## config.mk

```make
export PLATFORM = sky130hd
export DESIGN_NAME = neuron_mac_seq
export DESIGN_NICKNAME = d
export VERILOG_FILES = /design/src/rtl/neuron_mac_seq.sv
export SDC_FILE = /design/constraint.sdc
export NUM_CORES = 1
export LEC_CHECK = 0
export CORE_ASPECT_RATIO = 0.6
export CORE_UTILIZATION = 50
export DETAILED_ROUTE_END_ITERATION = 16
export PLACE_DENSITY = 0.92
export SYNTH_ARGS = -nofsm -noshare
export SYNTH_HDL_FRONTEND = slang
export SYNTH_SLANG_ARGS = --single-unit
```

## constraint.sdc

```tcl
create_clock -name clk -period 3.19 [get_ports clk]
set_input_delay 0.319 -clock clk [delete_from_list [all_inputs] [get_ports clk]]
set_output_delay 0.319 -clock clk [all_outputs]
set_load 0.005 [all_outputs]
```

## src/rtl/neuron_mac_seq.sv

```systemverilog
// Neuron dot-product sequencer: steers an external combinational ALU through MUL/ADD/ACT per pair.
// Optional build macro NEURON_BIAS_EN adds a `bias` port that seeds the accumulator per neuron.
module neuron_mac_seq #(
    parameter int unsigned nBits   = 32,
    parameter int unsigned nInputs = 4
) (
    input  logic             clk,
    input  logic             reset,
    input  logic             in_valid,
    output logic             in_ready,
    input  logic [nBits-1:0] in_x,
    input  logic [nBits-1:0] in_w,
`ifdef NEURON_BIAS_EN
    input  logic [nBits-1:0] bias,
`endif
    input  logic [nBits-1:0] threshold,
    output logic             out_valid,
    input  logic             out_ready,
    output logic [nBits-1:0] out_y,
    output logic [nBits-1:0] out_acc,
    output logic [2:0]       ALUControl,
    output logic [nBits-1:0] SrcA,
    output logic [nBits-1:0] SrcB,
    input  logic [nBits-1:0] ALUResult
);

    localparam int unsigned CntW = $clog2(nInputs) + 1;
    localparam logic [CntW-1:0] LastCnt = CntW'(nInputs - 1);

    localparam logic [2:0] OpAdd  = 3'b000;
    localparam logic [2:0] OpMul  = 3'b001;
    localparam logic [2:0] OpAct  = 3'b010;
    localparam logic [2:0] OpPass = 3'b111;

    typedef enum logic [2:0] {
        StFetch,
        StMul,
        StAdd,
        StAct,
        StDone
    } state_e;

    state_e            state_q, state_d;
    logic [nBits-1:0]  x_q, x_d;
    logic [nBits-1:0]  w_q, w_d;
    logic [nBits-1:0]  prod_q, prod_d;
    logic [nBits-1:0]  acc_q, acc_d;
    logic [CntW-1:0]   count_q, count_d;
    logic [nBits-1:0]  out_y_q, out_y_d;
    logic [nBits-1:0]  out_acc_q, out_acc_d;
    logic              out_valid_q, out_valid_d;
    logic              in_ready_q, in_ready_d;

    always_comb begin
        state_d     = state_q;
        x_d         = x_q;
        w_d         = w_q;
        prod_d      = prod_q;
        acc_d       = acc_q;
        count_d     = count_q;
        out_y_d     = out_y_q;
        out_acc_d   = out_acc_q;
        ALUControl  = OpPass;
        SrcA        = acc_q;
        SrcB        = '0;

        unique case (state_q)
            StFetch: begin
                if (in_valid) begin
                    x_d     = in_x;
                    w_d     = in_w;
                    state_d = StMul;
`ifdef NEURON_BIAS_EN
                    if (count_q == '0) begin
                        acc_d = bias;
                    end
`endif
                end
            end
            StMul: begin
                ALUControl = OpMul;
                SrcA       = x_q;
                SrcB       = w_q;
                prod_d     = ALUResult;
                state_d    = StAdd;
            end
            StAdd: begin
                ALUControl = OpAdd;
                SrcA       = acc_q;
                SrcB       = prod_q;
                acc_d      = ALUResult;
                count_d    = count_q + CntW'(1);
                state_d    = (count_q == LastCnt) ? StAct : StFetch;
            end
            StAct: begin
                ALUControl = OpAct;
                SrcA       = acc_q;
                SrcB       = threshold;
                out_y_d    = ALUResult;
                out_acc_d  = acc_q;
                state_d    = StDone;
            end
            StDone: begin
                if (out_ready) begin
                    acc_d   = '0;
                    count_d = '0;
                    state_d = StFetch;
                end
            end
            default: begin
                state_d = StFetch;
            end
        endcase

        // Handshake flags are registered copies of the next state.
        in_ready_d  = (state_d == StFetch);
        out_valid_d = (state_d == StDone);
    end

    always_ff @(posedge clk) begin
        if (reset) begin
            state_q     <= StFetch;
            x_q         <= '0;
            w_q         <= '0;
            prod_q      <= '0;
            acc_q       <= '0;
            count_q     <= '0;
            out_y_q     <= '0;
            out_acc_q   <= '0;
            out_valid_q <= 1'b0;
            in_ready_q  <= 1'b1;
        end else begin
            state_q     <= state_d;
            x_q         <= x_d;
            w_q         <= w_d;
            prod_q      <= prod_d;
            acc_q       <= acc_d;
            count_q     <= count_d;
            out_y_q     <= out_y_d;
            out_acc_q   <= out_acc_d;
            out_valid_q <= out_valid_d;
            in_ready_q  <= in_ready_d;
        end
    end

    assign in_ready  = in_ready_q;
    assign out_valid = out_valid_q;
    assign out_y     = out_y_q;
    assign out_acc   = out_acc_q;

endmodule
```

-- Word-level counts from Yosys, hierarchy flattened
Index checks and enable logic that the tools add are counted.
- add/subtract/negate cells: 1
- eq/ne operators: 7
- muxes and demuxes: 11
- reduce and logical (&&, ||, !) cells: 5
- operators by type and width (cell ; number):
    one-hot mux 32 bit (3 select lines) ; 1
    two-way mux 32 bit ; 2
    one-hot mux 32 bit (2 select lines) ; 1
    one-hot mux 3 bit (5 select lines) ; 1
    equality test 3 x 2 -> 1 bit, second input constant ; 3
    two-way mux 3 bit ; 3
    one-hot mux 3 bit (3 select lines) ; 1
    equality test 3 bit, second input constant ; 2
    logical NOT 3 bit ; 2
    one-hot mux 3 bit (2 select lines) ; 1
    AND reduction 2 bit ; 2
    adder 3 x 1 -> 3 bit, second input constant ; 1
    equality test 3 x 1 -> 1 bit, second input constant ; 1
    two-way mux 2 bit ; 1
    inequality test 2 bit, second input constant ; 1
    nonzero test 2 bit ; 1
- register bits after elaboration: 200
- output and inout bits: 133
- logic and storage cells: 34

-- Logic depth before layout (Yosys ltp)
- depth after elaboration: 4
- depth in mapped cells: 6
- depth with buffers taken out: 5

-- Worst setup path before layout
No wires, ideal clock.
- path type: register -> output
- start point: reg state_q[0]
- end point: out SrcB[11]
- data arrival time: 1.317 ns
- required time: 2.871 ns
- path slack: 1.554 ns
- cell stages (with the launch flop): 7
- cell sequence: dfxtp_1 -> buf_6 -> buf_6 -> buf_2 -> mux2_2 -> a22oi_1 -> nor2_1
- longest elaborated chain between the ends: 2
- elaborated cells between the ends (all ways): 4
- those cells by class: 3 x eq/ne; 1 x mux
- ends and longest elaborated chain (what ; RTL line ; RTL):
    start, declared ; 43 ; state_e state_q, state_d;
    start signal, assigned ; 122 ; state_q <= StFetch;
    start signal, assigned ; 133 ; state_q <= state_d;
    equality test 3 x 2 -> 1 bit or equality test 3 x 1 -> 1 bit (tied branches) ; 67 ; unique case (state_q)
    one-hot mux 32 bit (3 select lines) * ; 67 ;
    end, declared ; 23 ; output logic [nBits-1:0] SrcB,
Mark *: on every way between the ends. The rest lies on a longest branch, timed or not.

-- Worst setup path after layout
- start point: reg state_q[2]
- end point: out SrcA[29]
- longest elaborated chain between the ends: 2
- ends and longest elaborated chain (what ; RTL line ; RTL):
    equality test 3 x 1 -> 1 bit ; 67 ;
    two-way mux 32 bit ; 67 ;
    end, declared ; 22 ; output logic [nBits-1:0] SrcA,
No other way between the ends.

==> results.cfg <==
[layout]
fin_nets = 1379
syn_to_final_growth_pct = 39.5
diodes = 0
postLayoutCellArea_sq_um = 11300
nFillCells = 1164
drive_above_1_share = 0.0755

[timing]
drv_slew = 0
setup_tns_ps = 0
period_share = 0.881
rsz0062_at_grt = no
maxSlewHeadroom = 0.343
worst_slew_pin_slew_ps = 985
setup-violations-final = 0
fmax_ghz = 0.356
min_period_ps = 2810
final_hold_viol_count = 0
skew_ps = 13.9

[cts]
insertion_delay_ps = 420
postCtsSetupBuffers = 0
htreeDepth = 4
clock_sinks = 200
clk_pin_slew_ps = 70
cts_resized = 0
postCtsHoldBufs = 0
cts_tree = done
clock_tree.buffer_depth = 2
cts_made_buffers = 17
clock-root-buffer = clkbuf_16

[yosys]
synth_top_family_by_area = simple AND/OR/NAND/NOR gates
synth_commonest_cells = nand2_1, dfxtp_1, a21oi_1
syn_avg_cell_area_sq_um = 7.91
synth.area.mux_share = 0.0455
synth.top_cell.area_share = 0.492
synth-simple-area-share = 0.228
synth_cell_types = 30
yosysSeqAreaShare = 0.492
synth_compound_area_frac = 0.173
synth_xor_area_frac = 0
yosysWarnings = 0
synth_enable_flop_cells = 0
yosys_most_used_dff = dfxtp_1
yosys_register_bits = 200
syn_area_sq_um = 8130
yosysMostFrequentCell = nand2_1
yosys-top-cells-area = dfxtp_1, nand2_1, a21oi_1, mux2_2, a22o_1
synthCells = 1028
syn-num-nets = 1162
async_flop_share = 0
synth_top_cell_by_area = dfxtp_1
synth_adder_area_share = 0.00308

[floorplan]
rows = 35
fp.dieW_microns = 167
core-area_sq_um = 15600
die_h_microns = 101
start_util = 0.520
dieArea_sq_um = 16800
io_pins = 265

[setup_path]
path_max_fanout = 64
cp_data_arrival_time_ps = 2490
cp-end-kind = primary output
path_class = flip-flop to primary output
cp.required_ps = 2870
crit_path_start_kind = flip-flop

[route]
drt.antenna.violating_nets = 0
dr.pass1.iters = 7
first_iter_violations = 792
drc = 0
post_drt_via_cell_ratio = 5.52
wirelength_mm = 25.8
wl_per_cell_microns = 17.7
vias = 8059

[job]
drv_cap = 0

[grt]
grt_pass1_vias = 7948
gr-total-overflow = 0
antenna_found_initial = 0
grt_pass1_wl_mm = 40.3
track_usage = 0.305
grt_max_degree = 118

[placement]
placed_cell_area_sq_um = 10800
portBuffers = 264
dp.final_hpwl_mm = 17.2
place_congestion = 0.861

[hold_path]
hold_path.class = input port to flip-flop

[pwr]
p_leak_nw = 4.24
powerDensity_nw_per_um2 = 482
irDropWorstVdd_mv = 0.290

[status]
outcome = finished, final reports clean
metal layers:
| layer | global-route usage | part of all wire |
|---|---|---|
| met1 | 0.371 | 0.42 |
| met2 | 0.528 | 0.48 |
| met3 | 0.0844 | 0.080 |
| met4 | 0.0940 | 0.016 |
| met5 | 0 | 0 |
report_power, final:
| group | leakage [nW] | internal, mW | switching (mW) |
|---|---|---|---|
| combinational | 2.34 | 0.335 | 0.330 |
| clock | 0.273 | 1.19 | 0.962 |
| sequential | 1.63 | 2.59 | 0.0582 |
sequential cells by signal, summed over array words and instances (netlist names):
| signal | count |
|---|---|
| count_q | 3 |
| state_q | 3 |
| out_valid | 1 |
| in_ready | 1 |
| out_y | 32 |
| prod_q | 32 |
| x_q | 32 |
| out_acc | 32 |
| w_q | 32 |
| acc_q | 32 |
stage by stage:
step,hold WS [ps],worst slack [ps],util,instances,power (mW)
CTS,428,399,0.725,1461,5.48
finish,420,378,0.725,1461,5.47
detailed placement,447,877,0.688,1429,3.36
floorplan,434,1550,-,1028,3.01
global route,436,255,0.725,1461,5.66
global placement,441,914,0.688,1429,3.34
cells by family after synthesis:
logic type	after synthesis
and+or+nand+nor	471
buffers and inverters	88
AOI/OAI and AO/OA	234
adders and majority gates	2
DFF	200
muxes	33
worst paths after layout:
kind	start	endpoint	slack, ps	depth (start not counted)
worst max-delay path	state_q[2]	SrcA[29]	380	6
worst min-delay path	reset	x_q[17]	420	2
worst max register to register	state_q[2]	x_q[19]	1080	5
worst min register to register	out_y[14]	out_y[14]	450	2
worst max-delay path, stage by stage (launching register included):
cell             delay, ps
dfxtp_2                440
buf_4                  300
nor3b_2                260
buf_12                 330
nand2_1                110
nand2_1                 70
clkdlybuf4s50_1        530
cell type report:
| cell class | instances | area [sq um] | share of cell area |
|---|---|---|---|
| sequential | 200 | 4010 | 0.353 |
| multi-input combinational | 740 | 3680 | 0.324 |
| timing repair buffer | 284 | 2810 | 0.247 |
| clock buffer | 21 | 450 | 0.0397 |
| tap | 203 | 254 | 0.0224 |
| clock inverter | 11 | 136 | 0.0120 |
| inverter | 2 | 7.51 | 0.000662 |
layout by cell type (no fill, tap or decap), types with 4 or more instances in the layout:
cell / n
a22o_1: 34
nand2_1: 417
a22oi_1: 32
clkbuf_16: 17
a21oi_1: 166
mux2_2: 32
buf_4: 19
clkdlybuf4s50_1: 263
clkinvlp_4: 4
dfxtp_1: 197
nor2_1: 35
Power figures use the tool's default switching activity.
